<file path="config.mk">
export PLATFORM = sky130hd
export DESIGN_NAME = multicycle_controller
export DESIGN_NICKNAME = d
export VERILOG_FILES = /design/src/rtl/multicycle_controller_pkg.sv /design/src/rtl/multicycle_controller_alu_decoder.sv /design/src/rtl/multicycle_controller.sv
export SDC_FILE = /design/constraint.sdc
export NUM_CORES = 1
export LEC_CHECK = 0
export ABC_CLOCK_PERIOD_IN_PS = 3200
export BUFFER_PORTS_ARGS = -buffer_cell sky130_fd_sc_hd__buf_2
export CORE_AREA = 4 4 53 55
export CTS_CLUSTER_DIAMETER = 30
export DETAILED_ROUTE_END_ITERATION = 7
export DIE_AREA = 0 0 57 59
export GPL_ROUTABILITY_DRIVEN = 0
export GPL_TIMING_DRIVEN = 1
export SETUP_SLACK_MARGIN = 0.02
export SKIP_CTS_REPAIR_TIMING = 1
export SYNTH_ARGS = -nofsm -noshare
export SYNTH_HDL_FRONTEND = slang
export SYNTH_HIERARCHICAL = 1
export SYNTH_SLANG_ARGS = --single-unit
</file>
<file path="constraint.sdc">
create_clock -name clk -period 3.2 [get_ports clk]
set_clock_uncertainty 0.1 [all_clocks]
set_input_delay 0.32 -clock clk [delete_from_list [all_inputs] [get_ports clk]]
set_output_delay 0.32 -clock clk [all_outputs]
set_load 0.01 [all_outputs]
</file>
<file path="src/rtl/multicycle_controller_pkg.sv">
// Shared encodings for the multicycle RV32I controller: opcodes, ALU codes,
// immediate formats, FSM states and the coarse ALU-op class.
package multicycle_controller_pkg;

    localparam logic [6:0] OP_LOAD   = 7'b0000011;
    localparam logic [6:0] OP_STORE  = 7'b0100011;
    localparam logic [6:0] OP_R      = 7'b0110011;
    localparam logic [6:0] OP_IMM    = 7'b0010011;
    localparam logic [6:0] OP_BRANCH = 7'b1100011;
    localparam logic [6:0] OP_JAL    = 7'b1101111;
    localparam logic [6:0] OP_JALR   = 7'b1100111;
    localparam logic [6:0] OP_LUI    = 7'b0110111;
    localparam logic [6:0] OP_AUIPC  = 7'b0010111;

    localparam logic [3:0] ALU_ADD  = 4'b0000;
    localparam logic [3:0] ALU_SUB  = 4'b0001;
    localparam logic [3:0] ALU_AND  = 4'b0010;
    localparam logic [3:0] ALU_OR   = 4'b0011;
    localparam logic [3:0] ALU_XOR  = 4'b0100;
    localparam logic [3:0] ALU_SLT  = 4'b0101;
    localparam logic [3:0] ALU_SLTU = 4'b0110;
    localparam logic [3:0] ALU_SLL  = 4'b0111;
    localparam logic [3:0] ALU_SRL  = 4'b1000;
    localparam logic [3:0] ALU_SRA  = 4'b1001;

    localparam logic [2:0] IMM_I = 3'b000;
    localparam logic [2:0] IMM_S = 3'b001;
    localparam logic [2:0] IMM_B = 3'b010;
    localparam logic [2:0] IMM_J = 3'b011;
    localparam logic [2:0] IMM_U = 3'b100;

    typedef enum logic [3:0] {
        S_FETCH, S_DECODE, S_MEMADR, S_MEMREAD, S_MEMWB, S_MEMWRITE,
        S_EXECUTER, S_EXECUTEI, S_ALUWB, S_BRANCH, S_JAL, S_JALR,
        S_LUI, S_AUIPC
    } state_e;

    // ADD/SUB are forced by the FSM; FUNCT defers to funct3/funct7b5.
    typedef enum logic [1:0] {
        ALUOP_ADD, ALUOP_SUB, ALUOP_FUNCT
    } alu_op_e;

endpackage

</file>
<file path="src/rtl/multicycle_controller_alu_decoder.sv">
// ALU function decode: maps the FSM's ALU-op class plus instruction fields
// onto the 4-bit alu_control code.
module alu_decoder
    import multicycle_controller_pkg::*;
(
    input  alu_op_e    alu_op,
    input  logic [2:0] funct3,
    input  logic       funct7b5,
    input  logic       op5,
    output logic [3:0] alu_control
);

    // op5 separates R-type (may SUB) from OP-IMM (never SUB; SRA still via funct7b5)
    always_comb begin
        alu_control = ALU_ADD;
        case (alu_op)
            ALUOP_SUB:   alu_control = ALU_SUB;
            ALUOP_FUNCT: begin
                case (funct3)
                    3'b000:  alu_control = (op5 && funct7b5) ? ALU_SUB : ALU_ADD;
                    3'b001:  alu_control = ALU_SLL;
                    3'b010:  alu_control = ALU_SLT;
                    3'b011:  alu_control = ALU_SLTU;
                    3'b100:  alu_control = ALU_XOR;
                    3'b101:  alu_control = funct7b5 ? ALU_SRA : ALU_SRL;
                    3'b110:  alu_control = ALU_OR;
                    default: alu_control = ALU_AND;
                endcase
            end
            default:     alu_control = ALU_ADD;
        endcase
    end

endmodule

</file>
<file path="src/rtl/multicycle_controller.sv">
// Multicycle RV32I control FSM. Outputs are combinational from the current
// state and instruction fields; write strobes are forced low during reset.
module multicycle_controller
    import multicycle_controller_pkg::*;
(
    input  logic       clk,
    input  logic       reset,
    input  logic [6:0] op,
    input  logic [2:0] funct3,
    input  logic       funct7b5,
    input  logic       zero,
    input  logic       mem_ready,
    output logic       pc_write,
    output logic       adr_src,
    output logic       ir_write,
    output logic       mem_write,
    output logic       reg_write,
    output logic [1:0] result_src,
    output logic [1:0] alu_src_a,
    output logic [1:0] alu_src_b,
    output logic [2:0] imm_src,
    output logic [3:0] alu_control,
    output logic       illegal_instr,
    output logic       instr_done
);

    state_e  state_q, state_d;
    alu_op_e alu_op;
    logic    pc_write_c, ir_write_c, mem_write_c, reg_write_c, illegal_c, done_c;

    // State register; reset abandons whatever instruction is in flight
    always_ff @(posedge clk) begin
        if (reset) state_q <= S_FETCH;
        else       state_q <= state_d;
    end

    // Next-state and per-state control outputs; anything not set stays 0
    always_comb begin
        state_d     = state_q;
        alu_op      = ALUOP_ADD;
        adr_src     = 1'b0;
        result_src  = 2'b00;
        alu_src_a   = 2'b00;
        alu_src_b   = 2'b00;
        pc_write_c  = 1'b0;
        ir_write_c  = 1'b0;
        mem_write_c = 1'b0;
        reg_write_c = 1'b0;
        illegal_c   = 1'b0;
        done_c      = 1'b0;
        case (state_q)
            S_FETCH: begin
                alu_src_b  = 2'b10;
                result_src = 2'b10;
                ir_write_c = mem_ready;
                pc_write_c = mem_ready;
                if (mem_ready) state_d = S_DECODE;
            end
            S_DECODE: begin
                alu_src_a = 2'b01;
                alu_src_b = 2'b01;
                case (op)
                    OP_LOAD, OP_STORE: state_d = S_MEMADR;
                    OP_R:              state_d = S_EXECUTER;
                    OP_IMM:            state_d = S_EXECUTEI;
                    OP_BRANCH:         state_d = S_BRANCH;
                    OP_JAL:            state_d = S_JAL;
                    OP_JALR:           state_d = S_JALR;
                    OP_LUI:            state_d = S_LUI;
                    OP_AUIPC:          state_d = S_AUIPC;
                    default: begin
                        state_d   = S_FETCH;
                        illegal_c = 1'b1;
                        done_c    = 1'b1;
                    end
                endcase
            end
            S_MEMADR: begin
                alu_src_a = 2'b10;
                alu_src_b = 2'b01;
                state_d   = (op == OP_LOAD) ? S_MEMREAD : S_MEMWRITE;
            end
            S_MEMREAD: begin
                adr_src = 1'b1;
                if (mem_ready) state_d = S_MEMWB;
            end
            S_MEMWB: begin
                result_src  = 2'b01;
                reg_write_c = 1'b1;
                done_c      = 1'b1;
                state_d     = S_FETCH;
            end
            S_MEMWRITE: begin
                adr_src     = 1'b1;
                mem_write_c = 1'b1;
                done_c      = mem_ready;
                if (mem_ready) state_d = S_FETCH;
            end
            S_EXECUTER: begin
                alu_src_a = 2'b10;
                alu_op    = ALUOP_FUNCT;
                state_d   = S_ALUWB;
            end
            S_EXECUTEI: begin
                alu_src_a = 2'b10;
                alu_src_b = 2'b01;
                alu_op    = ALUOP_FUNCT;
                state_d   = S_ALUWB;
            end
            S_ALUWB: begin
                reg_write_c = 1'b1;
                done_c      = 1'b1;
                state_d     = S_FETCH;
            end
            S_BRANCH: begin
                alu_src_a = 2'b10;
                alu_op    = ALUOP_SUB;
                case (funct3)
                    3'b000:  pc_write_c = zero;
                    3'b001:  pc_write_c = ~zero;
                    default: pc_write_c = 1'b0;
                endcase
                done_c  = 1'b1;
                state_d = S_FETCH;
            end
            S_JALR: begin
                alu_src_a = 2'b10;
                alu_src_b = 2'b01;
                state_d   = S_JAL;
            end
            S_JAL: begin
                // PC <- target held in alu_out while the ALU forms old_pc+4 for rd
                alu_src_a  = 2'b01;
                alu_src_b  = 2'b10;
                pc_write_c = 1'b1;
                state_d    = S_ALUWB;
            end
            S_LUI: begin
                alu_src_a = 2'b11;
                alu_src_b = 2'b01;
                state_d   = S_ALUWB;
            end
            S_AUIPC: begin
                alu_src_a = 2'b01;
                alu_src_b = 2'b01;
                state_d   = S_ALUWB;
            end
            default: state_d = S_FETCH;
        endcase
    end

    // Immediate format follows the opcode regardless of state
    always_comb begin
        case (op)
            OP_LOAD, OP_JALR, OP_IMM: imm_src = IMM_I;
            OP_STORE:                 imm_src = IMM_S;
            OP_BRANCH:                imm_src = IMM_B;
            OP_JAL:                   imm_src = IMM_J;
            OP_LUI, OP_AUIPC:         imm_src = IMM_U;
            default:                  imm_src = 3'b000;
        endcase
    end

    alu_decoder u_alu_decoder (
        .alu_op     (alu_op),
        .funct3     (funct3),
        .funct7b5   (funct7b5),
        .op5        (op[5]),
        .alu_control(alu_control)
    );

    assign pc_write      = pc_write_c  & ~reset;
    assign ir_write      = ir_write_c  & ~reset;
    assign mem_write     = mem_write_c & ~reset;
    assign reg_write     = reg_write_c & ~reset;
    assign illegal_instr = illegal_c   & ~reset;
    assign instr_done    = done_c      & ~reset;

endmodule

</file>
==> Flow_metrics.wiki, run 1 <==
{| class="wikitable"
! Metric !! Value
|-
| Effective utilization at floorplan || 33.4%
|-
| Part of the total power dissipated in the clock network || 31.7%
|-
| Chip Width || 57 um
|-
| Power density cells || 189 nW/um^2
|-
| Worst r2r src || state_q[0]$_SDFFE_PP0P_
|-
| Number of buffers between clock root and the deepest sink || 2
|-
| Outcome || finished clean
|-
| Fraction of synthesis flops using an asynchronous set or reset pin || 0%
|-
| Critical path required time || 2.78 ns
|-
| Proportion of layout cells with a drive suffix above 1 || 26.8%
|-
| Nets || 168
|-
| Fillers || 275
|-
| Combined global-route utilization of all metal layers || 14.2%
|-
| Unrepaired setup endpoints after global routing || no
|-
| Pint || 0.124 mW
|-
| Antenna cell count || 0
|-
| Final antenna-violating net count || 0
|-
| Combinational share of power || 37.9%
|-
| Total number of vias || 977
|-
| Critical path data arrival time || 2.23 ns
|-
| Post-synth top flop || dfxtp_1
|-
| Register area share after synthesis || 10.0%
|-
| Post-synthesis register bit count || 4
|-
| Placed wire-length estimate || 1940 um
|-
| Period minus WS final || 2.65 ns
|-
| Iteration count of the initial detailed-routing pass || 4
|-
| Switching share of total power || 33.7%
|-
| Total wirelength of the detailed-routed design || 2380 um
|-
| Peak supply drop || 0.176 mV
|-
| Startpoint of the most critical hold path || reset
|-
| Slew Limit Headroom || 57.1%
|-
| Cell area after synthesis || 798 sq um
|-
| Multi-input logic area || 659 sq um
|-
| Type of the worst setup path || reg -> out
|-
| Area occupied by registers || 80.1 sq um
|-
| Largest net degree at the start of global routing || 21
|-
| R2R setup slack || 1.23 ns
|-
| Synth Net Count || 137
|-
| Least setup slack across all paths after layout || 0.554 ns
|-
| Total number of clock tree sinks || 4
|-
| Area added between synthesis and finish || 23.8%
|-
| Largest registers || state_q x4
|-
| Count of max-cap constraint violations || 0
|-
| Worst hold-check path type || in -> reg
|-
| Post-detailed-route DRC marker count || 0
|-
| Share of the cycle needed by the critical path after routing || 82.7%
|-
| Io pins || 35
|-
| Max Freq || 378 MHz
|-
| Maximum fanout encountered on the critical timing path || 20
|-
| Leftover overflow at the end of global routing || 0
|-
| Number of instances in the synthesized netlist || 120
|-
| Flip-flop count of the largest register, all copies and words added || 4
|-
| Endpoint class of the critical path || output pin
|-
| Number of stages on the worst hold path || 2
|-
| CTS tree || done
|-
| Via density per instance || 5.46
|-
| Number of antenna violations at the first check in global routing || 0
|-
| First DRT Iteration DRCs || 19
|-
| Number of library cell types mapped by synthesis || 45
|-
| Core Footprint || 2390 sq um
|-
| Most common cell after layout, fill and taps aside || buf_2
|-
| Wire length of the first global-routing pass || 3900 um
|-
| Standby leakage power || 0.431 nW
|-
| Final setup TNS || 0 ns
|-
| Top-area cell type share of the netlist area || 10.0%
|-
| Syn_area_per_cell || 6.65 sq um
|-
| Count of endpoints failing hold in the final timing report || 0
|-
| Number of global-route vias before repair || 911
|-
| Most used cells in the layout excluding fill and tap cells || buf_2, nor3_1, nor2_1
|-
| TritonCTS buffer count || 3
|-
| Endpoint of the worst hold-timing path || state_q[3]$_SDFFE_PP0P_
|-
| Clock-pin slew of the registers on the worst-case setup and hold paths || 0.03 ns
|-
| RR Endpoint || state_q[0]$_SDFFE_PP0P_
|-
| Die extent in y || 59 um
|-
| Number of synthesized flops with an enable pin || 0
|-
| Cell types with the largest area share after synthesis || dfxtp_1, nor3_1, o21ai_0
|-
| Clk_lat worst skew || 0.23 ns
|-
| CTS H-tree lvls || 1
|-
| Top cell type by total area after synthesis || dfxtp_1
|-
| Pre-CTS WS || 0.791 ns
|-
| Post-DR wirelength/cell || 13.3 um
|-
| Net switching power || 0.0630 mW
|-
| Nature of the critical path startpoint || register
|-
| Total Die Area || 3360 sq um
|-
| Total number of placement rows || 18
|-
| Final setup violation count || 0
|-
| Number of I/O port buffers || 34
|-
| Part of the power in registers || 30.3%
|-
| Worst-margin pin slew || 0.643 ns
|-
| Clk Tree Root Cell || clkbuf_4
|-
| Synth Warn # || 6
|-
| Number of pins exceeding their max-slew limit in the final report || 0
|-
| Register containing the most flip-flops in the final layout || state_q
|-
| Path depth of the worst reg2reg path || 4
|}
-- final cells by class --
class                      count  area share (%)
timing repair buffer          34            17.2
tap                           30            3.80
sequential                     4            8.10
inverter                       5            1.90
clock buffer                   3            2.28
multi-input combinational    103            66.7
-- cell usage after synthesis, types with 3 or more instances --
cell type / n
and2_1: 3
nor3_1: 11
nand2b_1: 7
a21oi_1: 5
dfxtp_1: 4
inv_1: 5
clkbuf_1: 4
nor2_1: 10
o21ai_0: 9
nand3b_1: 3
nand2_1: 9
nor2b_1: 4
-- power by group through the flow --
| stage | Combinational [mW] | Sequential [mW] | Clock (mW) |
|---|---|---|---|
| final | 0.0708 | 0.0566 | 0.0592 |
| after floorplan | 0.0425 | 0.0534 | 0 |
| after global placement | 0.0693 | 0.0572 | 0 |
| after CTS | 0.0710 | 0.0565 | 0.0627 |
| after detailed placement | 0.0708 | 0.0572 | 0 |
| after global routing | 0.0782 | 0.0571 | 0.0661 |
-- stage by stage --
step	std cells	instance area, sq um	hold WS, ns	util, %	total power [mW]
after global routing	179	988	0.316	41.4	0.201
after global placement	176	966	0.541	40.5	0.127
after floorplan	120	798	0.414	-	0.0960
final	179	988	0.306	41.4	0.187
after detailed placement	176	966	0.544	40.5	0.128
after CTS	179	988	0.303	41.4	0.190
-- routing by layer --
layer	global-route usage [%]	share of wire [%]	vias up
met2	25.8	47	35
met5	0	0	-
met4	3.64	2.2	0
li1	-	-	496
met1	16.6	45	442
met3	3.49	6.5	4
-- worst max-delay path, cell delays in order, from the launching register on --
cell and delay, ns:
dfxtp_1 0.72, and2b_1 0.29, and2_1 0.16, inv_1 0.06, ha_1 0.23, nand2b_1 0.19, nor3_1 0.18, buf_2 0.16
-- how the worst max path moves through the flow --
stage	startpoint	endpoint	slack, ns	depth (start not counted)
after floorplan	state_q[1]$_SDFFE_PP0P_	alu_control[3]	1.14	6
after CTS	state_q[1]$_SDFFE_PP0P_	alu_control[3]	0.55	7
after global placement	state_q[1]$_SDFFE_PP0P_	alu_control[3]	0.92	7
final	state_q[1]$_SDFFE_PP0P_	alu_control[3]	0.55	7
after global routing	state_q[1]$_SDFFE_PP0P_	alu_control[3]	0.35	7
after detailed placement	state_q[1]$_SDFFE_PP0P_	alu_control[3]	0.79	7
-- logic make-up (layout without fill, tap and decap cells) --
kind of cell / after synthesis / count (layout) / synth area share [%]
buffers and inverters: 13 / 42 / 7.37
and+or+nand+nor: 62 / 62 / 43.4
adders and majority gates: 2 / 2 / 3.13
muxes: 2 / 2 / 2.51
DFF: 4 / 4 / 10.0
xor gates and xnor gates: 4 / 4 / 4.39
AOI/OAI and AO/OA: 33 / 33 / 29.2
Note: power is estimated with default switching activity, not from simulation.
==> run 2, diff against run 1 <==
--- a/config.mk
+++ b/config.mk
@@ -5,7 +5,7 @@
 export SDC_FILE = /design/constraint.sdc
 export NUM_CORES = 1
 export LEC_CHECK = 0
-export ABC_CLOCK_PERIOD_IN_PS = 3200
+export ABC_CLOCK_PERIOD_IN_PS = 2700
 export BUFFER_PORTS_ARGS = -buffer_cell sky130_fd_sc_hd__buf_2
 export CORE_AREA = 4 4 53 55
 export CTS_CLUSTER_DIAMETER = 30
==> constraint.sdc (replaced) <==
create_clock -name clk -period 2.7 [get_ports clk]
set_clock_uncertainty 0.1 [all_clocks]
set_input_delay 0.27 -clock clk [delete_from_list [all_inputs] [get_ports clk]]
set_output_delay 0.27 -clock clk [all_outputs]
set_load 0.01 [all_outputs]
==> run 2 against run 1 <==
Sequential cell count stayed put. Combinational power is 20% higher. Critical path type unchanged. Count of clock-buffer cells in the layout stayed put.
==> Flow_metrics.wiki, run 2 (same netlist as run 1, synthesis figures left out) <==
{| class="wikitable"
! Metric !! Value
|-
| Largest net degree at the start of global routing || 13
|-
| Post-DR wirelength/cell || 12.7 um
|-
| Via density per instance || 5.35
|-
| Nets || 171
|-
| Worst-margin pin slew || 0.473 ns
|-
| Chip Width || 57 um
|-
| Placed wire-length estimate || 1890 um
|-
| Clk Tree Root Cell || clkbuf_4
|-
| Share of the cycle needed by the critical path after routing || 90.4%
|-
| Count of endpoints failing hold in the final timing report || 0
|-
| Total number of placement rows || 18
|-
| Type of the worst setup path || reg -> out
|-
| Endpoint class of the critical path || output pin
|-
| Final setup TNS || 0 ns
|-
| Wire length of the first global-routing pass || 3820 um
|-
| Total number of vias || 973
|-
| First DRT Iteration DRCs || 27
|-
| Nature of the critical path startpoint || register
|-
| Critical path required time || 2.33 ns
|-
| Total number of clock tree sinks || 4
|-
| Die extent in y || 59 um
|-
| Final setup violation count || 0
|-
| Post-detailed-route DRC marker count || 0
|-
| TritonCTS buffer count || 3
|-
| Antenna cell count || 0
|-
| Flip-flop count of the largest register, all copies and words added || 4
|-
| Clk_lat worst skew || 0.22 ns
|-
| Peak supply drop || 0.165 mV
|-
| Standby leakage power || 0.447 nW
|-
| Final Power || 0.220 mW
|-
| Number of I/O port buffers || 34
|-
| Iteration count of the initial detailed-routing pass || 4
|-
| Io pins || 35
|-
| Largest registers || state_q x4
|-
| Power density cells || 217 nW/um^2
|-
| Effective utilization at floorplan || 33.4%
|-
| Critical path data arrival time || 2.07 ns
|-
| Proportion of layout cells with a drive suffix above 1 || 28.3%
|-
| Area added between synthesis and finish || 26.6%
|-
| Worst hold margin || 0.255 ns
|-
| Number of global-route vias before repair || 876
|-
| CTS H-tree lvls || 1
|-
| Core Footprint || 2390 sq um
|-
| Most used cells in the layout excluding fill and tap cells || buf_2, nor3_1, nor2_1
|-
| Total wirelength of the detailed-routed design || 2320 um
|-
| Number of placed cells counting well taps || 179
|-
| Count of max-cap constraint violations || 0
|-
| Unrepaired setup endpoints after global routing || no
|-
| Combined global-route utilization of all metal layers || 13.8%
|-
| Max Freq || 410 MHz
|-
| Final antenna-violating net count || 0
|-
| Number of antenna violations at the first check in global routing || 0
|-
| Register containing the most flip-flops in the final layout || state_q
|-
| Leftover overflow at the end of global routing || 0
|-
| Non-filler cells, final || 182
|-
| Period minus WS final || 2.44 ns
|-
| Number of buffers between clock root and the deepest sink || 2
|-
| Outcome || finished clean
|-
| Clock-pin slew of the registers on the worst-case setup and hold paths || 0.03 ns
|-
| Worst hold-check path type || in -> reg
|-
| CTS tree || done
|-
| Most common cell after layout, fill and taps aside || buf_2
|-
| Slew Limit Headroom || 68.4%
|-
| Total Die Area || 3360 sq um
|-
| Number of pins exceeding their max-slew limit in the final report || 0
|-
| Maximum fanout encountered on the critical timing path || 12
|}
[run 2: changes by cell type in the layout (fill, tap and decap cells not counted), sizes merged]
| cell | delta |
|---|---|
| buf | +3 |
[run 2: path summary, 6_finish.rpt]
path                           start                 endpoint  slack (ns)  depth (start not counted)
max reg2reg  state_q[0]$_SDFFE_PP0P_  state_q[0]$_SDFFE_PP0P_        0.81                          4
min reg2reg  state_q[2]$_SDFFE_PP0P_  state_q[0]$_SDFFE_PP0P_        0.63                          2
min                            reset  state_q[3]$_SDFFE_PP0P_        0.26                          2
max          state_q[0]$_SDFFE_PP0P_           alu_control[3]        0.26                          7
[run 2: power by group]
group          internal [mW]  switching [mW]
Combinational         0.0364          0.0486
Clock                 0.0493          0.0189
Sequential            0.0610         0.00533
[run 2: metal layers]
layer | part of all wire (%) | track usage [%] | routed length, um | vias to the layer above
met4 | 0 | 2.32 | 0 | 0
met5 | 0 | 0 | 0 | -
met2 | 48 | 24.1 | 1110 | 35
li1 | - | - | - | 507
met3 | 6.4 | 1.96 | 149 | 0
met1 | 46 | 18.3 | 1060 | 431
[run 2: layout make-up]
type                       count  area [sq um]
multi-input combinational    103           659
timing repair buffer          37           193
inverter                       5          18.8
fill                         257          1380
sequential                     4          80.1
tap                           30          37.5
clock buffer                   3          22.5
[run 2: critical path, cell delays in order, from the launching register on]
cell and delay (ns):
dfxtp_1 0.60, and2b_1 0.25, and2_1 0.16, inv_1 0.05
ha_1 0.30, nand2b_1 0.18, nor3_1 0.16, buf_2 0.15
[run 2: stage by stage]
step	util, %	worst slack, ns	area [sq um]
2_1_floorplan	-	0.693	798
3_3_place_gp	41.4	0.580	988
3_5_place_dp	41.4	0.517	988
4_1_cts	42.3	0.264	1010
5_1_grt	42.3	0.117	1010
6_report	42.3	0.260	1010
